[src/rtl/dpll_pkg.sv]
// Shared types for the DPLL lock controller.
//   CTRL_W        width of the signed LPF control word
//   dpll_state_t  sequencer state encoding, also exported on state_o
package dpll_pkg;

  localparam int CTRL_W = 16;

  typedef enum logic [2:0] {
    IDLE    = 3'd0,
    SETTLE  = 3'd1,
    ACQUIRE = 3'd2,
    TRACK   = 3'd3,
    LOCKED  = 3'd4,
    FAULT   = 3'd5
  } dpll_state_t;

endpackage

[src/rtl/dpll_lock_ctrl_if.sv]
// Signal bundle between the DPLL loop and its lock controller.
//   enable, up, down, control : loop request, PFD pulses, signed LPF output
//   pfd_en, lpf_clr, gain_fine: loop actuation from the controller
//   locked, lock_lost, fault  : status (lock level, loss pulse, sticky timeout)
//   state_o                   : controller state for debug
// master drives the loop side, slave is the controller.
interface dpll_lock_ctrl_if;
  import dpll_pkg::*;

  logic                     enable;
  logic                     up;
  logic                     down;
  logic signed [CTRL_W-1:0] control;
  logic                     pfd_en;
  logic                     lpf_clr;
  logic                     gain_fine;
  logic                     locked;
  logic                     lock_lost;
  logic                     fault;
  logic [2:0]               state_o;

  modport master (
    output enable, up, down, control,
    input  pfd_en, lpf_clr, gain_fine, locked, lock_lost, fault, state_o
  );

  modport slave (
    input  enable, up, down, control,
    output pfd_en, lpf_clr, gain_fine, locked, lock_lost, fault, state_o
  );

endinterface

[src/rtl/dpll_run_counter.sv]
// Saturating run-length counter.
//   pll_clk, rst_n : clock, asynchronous active-low reset
//   clr            : force count to zero
//   inc            : run continues this cycle; a cycle without inc restarts the run
//   lim            : run length of interest (count saturates here)
//   hit            : this cycle completes a run of lim consecutive inc cycles
module dpll_run_counter #(
  parameter int W = 9
) (
  input  logic         pll_clk,
  input  logic         rst_n,
  input  logic         clr,
  input  logic         inc,
  input  logic [W-1:0] lim,
  output logic         hit
);

  logic [W-1:0] cnt;

  assign hit = inc && (cnt >= lim - W'(1));

  always_ff @(posedge pll_clk or negedge rst_n) begin
    if (!rst_n) begin
      cnt <= '0;
    end else if (clr || !inc) begin
      cnt <= '0;
    end else if (cnt < lim) begin
      cnt <= cnt + W'(1);
    end
  end

endmodule

[src/rtl/dpll_lock_ctrl.sv]
// Acquisition / lock sequencer for the DPLL loop.
// Gates the PFD, holds the LPF in clear while idle, switches coarse/fine gain,
// qualifies lock with hysteresis, detects loss of lock and flags acquisition timeout.
//   pll_clk : DCO clock, all logic on posedge
//   rst_n   : asynchronous active-low reset
//   bus     : dpll_lock_ctrl_if slave (loop inputs in, actuation/status out)
// All outputs are registered and decoded from the next state, so they line up
// with state_o.
module dpll_lock_ctrl
  import dpll_pkg::*;
#(
  parameter int                       SETTLE_CYC  = 64,
  parameter int                       ACQ_QUIET   = 32,
  parameter int                       LOCK_QUIET  = 256,
  parameter int                       WIN_CYC     = 1024,
  parameter int                       UNLOCK_ERR  = 16,
  parameter int                       ACQ_TIMEOUT = 65535,
  parameter logic signed [CTRL_W-1:0] SAT_LIM     = 16'sd30000
) (
  input  logic             pll_clk,
  input  logic             rst_n,
  dpll_lock_ctrl_if.slave  bus
);

  localparam int SW = $clog2(SETTLE_CYC + 1);
  localparam int QW = $clog2(LOCK_QUIET + 1);
  localparam int AW = $clog2(ACQ_QUIET + 1);
  localparam int WW = $clog2(WIN_CYC);
  localparam int EW = $clog2(UNLOCK_ERR + 1);
  localparam int TW = $clog2(ACQ_TIMEOUT + 1);

  dpll_state_t   state, state_nx;
  logic          quiet, active, in_acq, chg;
  logic          q_hit, a_hit, tmo_hit, err_hit, sat_hit;
  logic [QW-1:0] q_lim;
  logic [SW-1:0] settle_cnt;
  logic [TW-1:0] tmo_cnt;
  logic [WW-1:0] win_cnt;
  logic [EW-1:0] err_cnt;

  // Magnitude in CTRL_W+1 bits so the most negative code maps to +2^(CTRL_W-1).
  function automatic logic [CTRL_W:0] abs_ext(input logic signed [CTRL_W-1:0] v);
    logic signed [CTRL_W:0] x;
    x = {v[CTRL_W-1], v};
    return x[CTRL_W] ? -x : x;
  endfunction

  assign quiet   = !bus.up && !bus.down;
  assign active  = bus.up || bus.down;
  assign in_acq  = (state == ACQUIRE) || (state == TRACK);
  assign chg     = (state_nx != state);
  assign q_lim   = (state == TRACK) ? QW'(LOCK_QUIET) : QW'(ACQ_QUIET);
  assign tmo_hit = in_acq && (tmo_cnt == TW'(ACQ_TIMEOUT - 1));
  assign err_hit = active && (err_cnt >= EW'(UNLOCK_ERR - 1));
  assign sat_hit = abs_ext(bus.control) >= {1'b0, SAT_LIM};

  // Quiet run serves both acquisition (ACQ_QUIET) and lock (LOCK_QUIET) thresholds;
  // any state change restarts both runs.
  dpll_run_counter #(.W(QW)) u_quiet_run (
    .pll_clk (pll_clk),
    .rst_n   (rst_n),
    .clr     (chg),
    .inc     (quiet && in_acq),
    .lim     (q_lim),
    .hit     (q_hit)
  );

  dpll_run_counter #(.W(AW)) u_active_run (
    .pll_clk (pll_clk),
    .rst_n   (rst_n),
    .clr     (chg),
    .inc     (active && (state == TRACK)),
    .lim     (AW'(ACQ_QUIET)),
    .hit     (a_hit)
  );

  // Next-state: enable low wins, then timeout, then normal progress.
  always_comb begin
    state_nx = state;
    if (!bus.enable) begin
      state_nx = IDLE;
    end else begin
      case (state)
        IDLE:    state_nx = SETTLE;
        SETTLE:  if (settle_cnt == SW'(SETTLE_CYC - 1)) state_nx = ACQUIRE;
        ACQUIRE: begin
          if (tmo_hit)    state_nx = FAULT;
          else if (q_hit) state_nx = TRACK;
        end
        TRACK: begin
          if (tmo_hit)    state_nx = FAULT;
          else if (q_hit) state_nx = LOCKED;
          else if (a_hit) state_nx = ACQUIRE;
        end
        LOCKED:  if (err_hit || sat_hit) state_nx = ACQUIRE;
        FAULT:   state_nx = FAULT;
        default: state_nx = IDLE;
      endcase
    end
  end

  // Settle, timeout and loss-of-lock window counters
  always_ff @(posedge pll_clk or negedge rst_n) begin
    if (!rst_n) begin
      settle_cnt <= '0;
      tmo_cnt    <= '0;
      win_cnt    <= '0;
      err_cnt    <= '0;
    end else begin
      if (state != SETTLE) begin
        settle_cnt <= '0;
      end else if (settle_cnt != SW'(SETTLE_CYC)) begin
        settle_cnt <= settle_cnt + SW'(1);
      end

      // Timeout spans ACQUIRE and TRACK together, including TRACK->ACQUIRE fallbacks.
      if (!(in_acq && (state_nx == ACQUIRE || state_nx == TRACK))) begin
        tmo_cnt <= '0;
      end else if (tmo_cnt != TW'(ACQ_TIMEOUT)) begin
        tmo_cnt <= tmo_cnt + TW'(1);
      end

      if (state != LOCKED || state_nx != LOCKED) begin
        win_cnt <= '0;
        err_cnt <= '0;
      end else if (win_cnt == WW'(WIN_CYC - 1)) begin
        win_cnt <= '0;
        err_cnt <= '0;
      end else begin
        win_cnt <= win_cnt + WW'(1);
        if (active && err_cnt != EW'(UNLOCK_ERR)) err_cnt <= err_cnt + EW'(1);
      end
    end
  end

  // State and registered outputs
  always_ff @(posedge pll_clk or negedge rst_n) begin
    if (!rst_n) begin
      state         <= IDLE;
      bus.pfd_en    <= 1'b0;
      bus.lpf_clr   <= 1'b1;
      bus.gain_fine <= 1'b0;
      bus.locked    <= 1'b0;
      bus.lock_lost <= 1'b0;
      bus.fault     <= 1'b0;
    end else begin
      state         <= state_nx;
      bus.pfd_en    <= state_nx inside {ACQUIRE, TRACK, LOCKED};
      bus.lpf_clr   <= state_nx inside {IDLE, SETTLE, FAULT};
      bus.gain_fine <= state_nx inside {TRACK, LOCKED};
      bus.locked    <= (state_nx == LOCKED);
      bus.lock_lost <= (state == LOCKED) && (state_nx == ACQUIRE);
      bus.fault     <= (state_nx == FAULT);
    end
  end

  assign bus.state_o = state;

endmodule

[src/flat_wrapper.sv]
// flat-port wrapper written by rule: the top's interface ports become plain ports
module dpll_lock_ctrl_flat import dpll_pkg::*;
#(
  parameter int                       SETTLE_CYC  = 64,
  parameter int                       ACQ_QUIET   = 32,
  parameter int                       LOCK_QUIET  = 256,
  parameter int                       WIN_CYC     = 1024,
  parameter int                       UNLOCK_ERR  = 16,
  parameter int                       ACQ_TIMEOUT = 65535,
  parameter logic signed [CTRL_W-1:0] SAT_LIM     = 16'sd30000
)
  (pll_clk, rst_n, bus_enable, bus_up, bus_down, bus_control, bus_pfd_en, bus_lpf_clr, bus_gain_fine, bus_locked, bus_lock_lost, bus_fault, bus_state_o);
  dpll_lock_ctrl_if bus_i ();
  input  logic pll_clk;
  input  logic rst_n;
  input wire logic [$bits(bus_i.enable)-1:0] bus_enable;
  input wire logic [$bits(bus_i.up)-1:0] bus_up;
  input wire logic [$bits(bus_i.down)-1:0] bus_down;
  input wire logic [$bits(bus_i.control)-1:0] bus_control;
  output wire logic [$bits(bus_i.pfd_en)-1:0] bus_pfd_en;
  output wire logic [$bits(bus_i.lpf_clr)-1:0] bus_lpf_clr;
  output wire logic [$bits(bus_i.gain_fine)-1:0] bus_gain_fine;
  output wire logic [$bits(bus_i.locked)-1:0] bus_locked;
  output wire logic [$bits(bus_i.lock_lost)-1:0] bus_lock_lost;
  output wire logic [$bits(bus_i.fault)-1:0] bus_fault;
  output wire logic [$bits(bus_i.state_o)-1:0] bus_state_o;
  assign bus_i.enable = bus_enable;
  assign bus_i.up = bus_up;
  assign bus_i.down = bus_down;
  assign bus_i.control = bus_control;
  assign bus_pfd_en = bus_i.pfd_en;
  assign bus_lpf_clr = bus_i.lpf_clr;
  assign bus_gain_fine = bus_i.gain_fine;
  assign bus_locked = bus_i.locked;
  assign bus_lock_lost = bus_i.lock_lost;
  assign bus_fault = bus_i.fault;
  assign bus_state_o = bus_i.state_o;
  dpll_lock_ctrl #(.SETTLE_CYC(SETTLE_CYC), .ACQ_QUIET(ACQ_QUIET), .LOCK_QUIET(LOCK_QUIET), .WIN_CYC(WIN_CYC), .UNLOCK_ERR(UNLOCK_ERR), .ACQ_TIMEOUT(ACQ_TIMEOUT), .SAT_LIM(SAT_LIM)) u_core (.pll_clk(pll_clk), .rst_n(rst_n), .bus(bus_i));
endmodule
[config.mk]
export PLATFORM = sky130hd
export DESIGN_NAME = dpll_lock_ctrl_flat
export DESIGN_NICKNAME = d
export VERILOG_FILES = /design/src/rtl/dpll_pkg.sv /design/src/rtl/dpll_lock_ctrl_if.sv /design/src/rtl/dpll_run_counter.sv /design/src/rtl/dpll_lock_ctrl.sv /design/src/flat_wrapper.sv
export SDC_FILE = /design/constraint.sdc
export NUM_CORES = 1
export LEC_CHECK = 0
export BUFFER_PORTS_ARGS = -buffer_cell sky130_fd_sc_hd__buf_2
export CAP_MARGIN = 20
export CORE_ASPECT_RATIO = 1.1
export CORE_MARGIN = 1
export CORE_UTILIZATION = 60
export DETAILED_ROUTE_END_ITERATION = 12
export PLACE_DENSITY = 0.88
export SLEW_MARGIN = 20
export SYNTH_ARGS = -nofsm -noshare
export SYNTH_HDL_FRONTEND = slang
export SYNTH_HIERARCHICAL = 1
export SYNTH_SLANG_ARGS = --single-unit
[constraint.sdc]
create_clock -name pll_clk -period 5.2 [get_ports pll_clk]
set_input_delay 1.04 -clock pll_clk [delete_from_list [all_inputs] [get_ports pll_clk]]
set_output_delay 1.04 -clock pll_clk [all_outputs]
set_load 0.02 [all_outputs]
==> results of run 1 <==
## power groups by stage
stage | clock (mW) | combinational (mW) | sequential [mW]
floorplan | 0 | 0.0588 | 0.496
global placement | 0 | 0.0880 | 0.496
detailed placement | 0 | 0.0924 | 0.496
CTS | 0.387 | 0.0926 | 0.488
global route | 0.411 | 0.109 | 0.488
finish | 0.377 | 0.0955 | 0.488
## layout by cell type (no fill, tap or decap), types with 5 or more instances in the layout
cell	n
xnor2_1	28
nand4_1	19
or3_1	9
and3_1	11
nor3b_1	5
a21oi_1	22
ha_1	43
and2_1	5
conb_1	33
nor3_2	10
nor2_1	50
clkbuf_8	12
nand2b_1	11
buf_2	29
nand2_1	28
o21ai_0	17
a211oi_1	6
nor2b_1	10
inv_1	38
nand3_1	23
xor2_1	19
nor4_1	5
nor3_1	14
dfrtp_1	61
## worst max-delay path by stage
stage / end / slack, ns / cells after the start
4_1_cts: u_core/u_quiet_run/cnt[6] / 0.61 / 17
2_1_floorplan: u_core/u_quiet_run/cnt[6] / 1.02 / 19
3_5_place_dp: u_core/u_quiet_run/cnt[6] / 0.69 / 17
6_report: u_core/u_quiet_run/cnt[6] / 0.50 / 17
3_3_place_gp: u_core/u_quiet_run/cnt[6] / 0.90 / 17
5_1_grt: u_core/u_quiet_run/cnt[6] / 0.19 / 17
## through the flow
stage / util, % / hold slack [ns] / power [mW] / cell area [sq um]
2_1_floorplan: - / 0.497 / 0.554 / 4720
3_3_place_gp: 66.1 / 0.516 / 0.584 / 4910
3_5_place_dp: 66.1 / 0.525 / 0.589 / 4910
4_1_cts: 68.5 / 0.545 / 0.968 / 5090
5_1_grt: 68.5 / 0.568 / 1.01 / 5090
6_report: 68.5 / 0.541 / 0.960 / 5090
## critical path, stage by stage, from the launching register on
cell and delay (ns):
dfrtp_1 0.50, nor2b_1 0.44, nand2_1 0.19, inv_1 0.14
nand3_1 0.12, xnor2_1 0.15, ha_1 0.31, nor2b_1 0.15
o31ai_1 0.27, a21oi_1 0.17, a21o_1 0.19, a21boi_1 0.48
a21oi_1 0.15, o32ai_1 0.24, o211ai_1 0.18, nand2b_1 0.31
or4_1 0.55, nand2_1 0.09
## registers in the layout (all words and copies together) (netlist names)
signal                   flops
u_core/bus.locked            1
u_core/bus.lock_lost         1
u_core/bus.fault             1
u_core/u_active_run/cnt      6
u_core/win_cnt              10
u_core/tmo_cnt              16
u_core/settle_cnt            7
u_core/u_quiet_run/cnt       9
u_core/bus.lpf_clr           1
u_core/err_cnt               5
u_core/bus.gain_fine         1
u_core/bus.pfd_en            1
u_core/bus.state_o           3
## logic make-up (layout without fill, tap and decap cells)
kind of cell | Yosys count | count (layout)
adders and majority gates | 43 | 43
DFF | 62 | 62
buffers and inverters | 54 | 83
muxes | 3 | 3
AOI/OAI and AO/OA | 90 | 90
xor gates and xnor gates | 47 | 47
and+or+nand+nor | 219 | 219
other | 2 | 33
## layout make-up
| type | instances | share of cell area, % |
|---|---|---|
| clock buffers | 13 | 3.32 |
| clock inverters | 1 | 0.0983 |
| inverters | 38 | 2.80 |
| multi-input cells | 435 | 58.0 |
| flip-flops and latches | 62 | 30.5 |
| well taps | 87 | 2.14 |
| repair buffers | 31 | 3.15 |
## metal layers
layer	up-vias	GRT usage (%)	share of wire, %
met3	31	4.31	5.2
li1	1937	-	-
met1	1883	30.2	41
met2	143	47.4	52
met5	-	0	0
met4	0	11.9	2.7
==> out/results.ini, run 1 <==
[status]
status=finished, final reports clean

[floorplan]
rows=33
coreArea_sq_um=7430
die_height_microns=93.9
design.die.area_sq_um=8030
ios=30
dieWidth_microns=85.5
initial_core_util_pct=62.0

[synth]
synth-simple-area-share_pct=26.3
ys_ff_latch=62
syn-cell-area_sq_um=4610
synth.top_cell.area_share_pct=33.1
yosys.area.top_type=dfrtp_1
synthesis.instances=520
synth.avg_cell_area_sq_um=8.86
async_reset_ff_share_pct=100
synth_ff_type=dfrtp_1
synth-edff-count=0
synth_compound_area_share_pct=13.8
ys_top_cells_by_count=dfrtp_1 (61), nor2_1 (51), ha_1 (43), inv_1 (38)
seq_area_frac_synth_pct=33.7
synth_xor_area_share_pct=8.94
synth_mux_area_share_pct=0.679
synth_cell_types=66
yosysMostFrequentCell=dfrtp_1
synthAdderAreaFrac_pct=11.7
ys_warn_count=6
synth_area_leaders=dfrtp_1 (33%), ha_1 (12%), xnor2_1 (5.3%)
synth_top_family_by_area=simple AND/OR/NAND/NOR gates

[pwr]
intPower_mw=0.727
power.density_nw_per_um2=189
clkPwrFrac_pct=39.2
switching_share_pct=24.3
vdd_drop_max_uv=110
comb_power_share_pct=10.0
switchingPower_mw=0.233
p_leak_nw=2.25
seqPwrFrac_pct=50.8

[worst_setup_path]
cp_max_fo=11
rrSetupSlack_ns=0.50
r2r_end=u_core/u_quiet_run/cnt[6]
rr_worst_depth=17
arrival_ns=4.97
startpoint=u_core/bus.state_o[1]
crit_type=register to register
cp-end-kind=register
cp-start-kind=register
critPathRequiredTime_ns=5.48
rr_startpoint=u_core/bus.state_o[1]

[final_layout]
layout.area.seq_sq_um=1550
fin_cells=667
multi_input_comb_area_sq_um=2950
fillCellCount=600
drive_above_1_share_pct=12.2
diodes=0
fin_nets=641
syn_to_final_growth_pct=10.5

[place]
place.port_buffers=29
dp_slack_ns=0.688
placed_cells=653
gp_congestion=0.884
dp_hpwl_microns=7410

[sta]
rsz0062_at_grt=no
timing.final.ws_setup_ns=0.502
finalCritPeriodShare_pct=90.4
hold_viol=0
max_freq_ghz=0.213
drv_slew=0
finClkSkew_ns=0.00705
tightest_slew_ns=0.812
period_minus_slack_ns=4.70
finalSetupViolCount=0
max_slew_margin_pct=45.1
setup_tns_ns=0

[global_route]
track_usage_pct=26.2
grt_overflow=0
grt_max_degree=63
grt_pass1_wl_microns=16600
grt_pass1_vias=3812
grt_antenna_before_repair=0

[clocking]
cts_hold_buf=0
cts_made_buffers=9
htreeDepth=3
cts_tree=built
post_cts.repair.setup_buffers=0
clock_tree.root_cell=clkbuf_8
cts_buffer_depth=2
cts_resized=0
clk_pin_slew_worst_paths_ns=0.06
clock-sinks=62
clk_latency_ns=0.34

[route]
post_drt_wl_per_cell_microns=14.8
drt_iter0_markers=388
dr.pass1.iters=5
ant_nets=0
routed_wl_microns=9860
vias=3994
drc=0
viasPerCell=5.99

[hold_path]
worstHoldPathCells=2
hp-class=register to register
whs_endpoint=u_core/tmo_cnt[15]
hold_start=u_core/tmo_cnt[15]

[flow_run]
drv_cap=0

Note: power is estimated with default switching activity, not from simulation.
==> run 2, diff against run 1 <==
- REMOVE_ABC_BUFFERS: default -> 1
==> out/results.ini, run 2 (synthesized netlist as in run 1, its figures left out) <==
[worst_setup_path]
cp-end-kind=register
r2r_end=u_core/u_quiet_run/cnt[6]
startpoint=u_core/bus.state_o[1]
crit_type=register to register
arrival_ns=4.88
critPathRequiredTime_ns=5.49
rr_worst_depth=17
cp-start-kind=register
cp_max_fo=11
rrSetupSlack_ns=0.62
rr_startpoint=u_core/bus.state_o[1]

[route]
routed_wl_microns=9960
routed.top_layer=met4
viasPerCell=6.03
met1Wirelength_microns=4200
dr.pass1.iters=5
dr_wl_met2_microns=5120
drt_iter0_markers=217
wl_met3_microns=463
drc=0
post_drt_wl_per_cell_microns=14.9
ant_nets=0
vias=4035

[final_layout]
drive_above_1_share_pct=12.5
finalInstanceArea_sq_um=5140
diodes=0
syn_to_final_growth_pct=11.6
largest_register_ffs=16
fillCellCount=566
regMostFlops=u_core/tmo_cnt
fin_cells=669
final_cell_mix=dfrtp_1 (61), nor2_1 (50), ha_1 (43)
fin_nets=641
layout_commonest_cell=dfrtp_1
top_regs=u_core/tmo_cnt (16), u_core/win_cnt (10), u_core/u_quiet_run/cnt (9)

[sta]
setup_tns_ns=0
finalCritPeriodShare_pct=88.1
period_minus_slack_ns=4.58
drv_slew=0
tightest_slew_ns=0.784
finalSetupViolCount=0
finClkSkew_ns=0.00849
max_freq_ghz=0.218
rsz0062_at_grt=no
max_slew_margin_pct=47.7
hold_viol=0

[hold_path]
hp-class=register to register
hold_start=u_core/win_cnt[4]
worstHoldPathCells=2
whs_endpoint=u_core/win_cnt[4]

[clocking]
cts_hold_buf=0
clk_pin_slew_worst_paths_ns=0.07
htreeDepth=3
clock-sinks=62
cts_resized=0
clk_latency_ns=0.35
cts_buffer_depth=2
cts_tree=built
clock_tree.root_cell=clkbuf_8
post_cts.repair.setup_buffers=0
cts_made_buffers=9

[pwr]
switching_share_pct=24.4
clkPwrFrac_pct=45.1
p_leak_nw=2.27
intPower_mw=0.803
power.density_nw_per_um2=207
switchingPower_mw=0.259
seqPwrFrac_pct=45.9
vdd_drop_max_uv=109
comb_power_share_pct=9.0

[floorplan]
die_height_microns=93.9
ios=30
coreArea_sq_um=7430
rows=33
dieWidth_microns=85.5
design.die.area_sq_um=8030
initial_core_util_pct=62.0

[place]
dp_hpwl_microns=7320
gp_congestion=0.919
place.port_buffers=29
place_area_sq_um=4910
placed_cells=653

[global_route]
grt_pass1_wl_microns=17300
grt_max_degree=63
grt_overflow=0
grt_pass1_vias=3966
track_usage_pct=27.0
grt_antenna_before_repair=0

[status]
status=finished, final reports clean

[flow_run]
drv_cap=0

==> run 2: how the worst max path moves through the flow <==
stage	end	slack, ns	cells past startpoint
2_1_floorplan	u_core/u_quiet_run/cnt[6]	1.20	17
3_3_place_gp	u_core/u_quiet_run/cnt[6]	0.92	17
3_5_place_dp	u_core/u_quiet_run/cnt[6]	0.78	17
4_1_cts	u_core/u_quiet_run/cnt[6]	0.73	17
5_1_grt	u_core/u_quiet_run/cnt[6]	0.26	17
6_report	u_core/u_quiet_run/cnt[6]	0.62	17
==> run 2: stage by stage <==
stage               util [%]  worst slack, ns  total power [mW]  hold WS, ns
floorplan                  -             1.20             0.552        0.497
global placement        66.1            0.924             0.583        0.516
detailed placement      66.1            0.781             0.588        0.524
CTS                     69.1            0.733              1.06        0.544
global route            69.2            0.263              1.10        0.564
finish                  69.2            0.618              1.06        0.544
==> run 2: layout make-up <==
type,count,area [sq um],share of cell area [%]
clock buffer,11,141,2.75
tap,87,109,2.12
timing repair buffer,31,160,3.12
clock inverter,5,82.6,1.61
sequential,62,1550,30.2
inverter,38,143,2.78
multi-input combinational,435,2950,57.4
==> run 2: per-layer routing <==
layer | global-route usage (%) | vias up
li1 | - | 1939
met1 | 31.9 | 1952
met2 | 47.5 | 123
met3 | 5.80 | 21
met4 | 10.8 | 0
met5 | 0 | -
==> run 2: worst max-delay path, stage by stage (launching register included) <==
cell,delay [ns]
dfrtp_1,0.51
nor2b_1,0.42
nand2_1,0.18
inv_1,0.15
nand3_1,0.15
xnor2_1,0.17
ha_1,0.29
nor2b_1,0.13
o31ai_1,0.23
a21oi_1,0.16
a21o_1,0.18
a21boi_1,0.44
a21oi_1,0.16
o32ai_1,0.25
o211ai_1,0.17
nand2b_1,0.31
or4_1,0.54
nand2_1,0.08
==> run 2: power groups by stage <==
stage	clock network, mW	logic, mW	registers, mW
after floorplan	0	0.0557	0.496
after global placement	0	0.0873	0.496
after detailed placement	0	0.0919	0.496
after CTS	0.485	0.0922	0.487
after global routing	0.508	0.109	0.487
final	0.479	0.0960	0.487
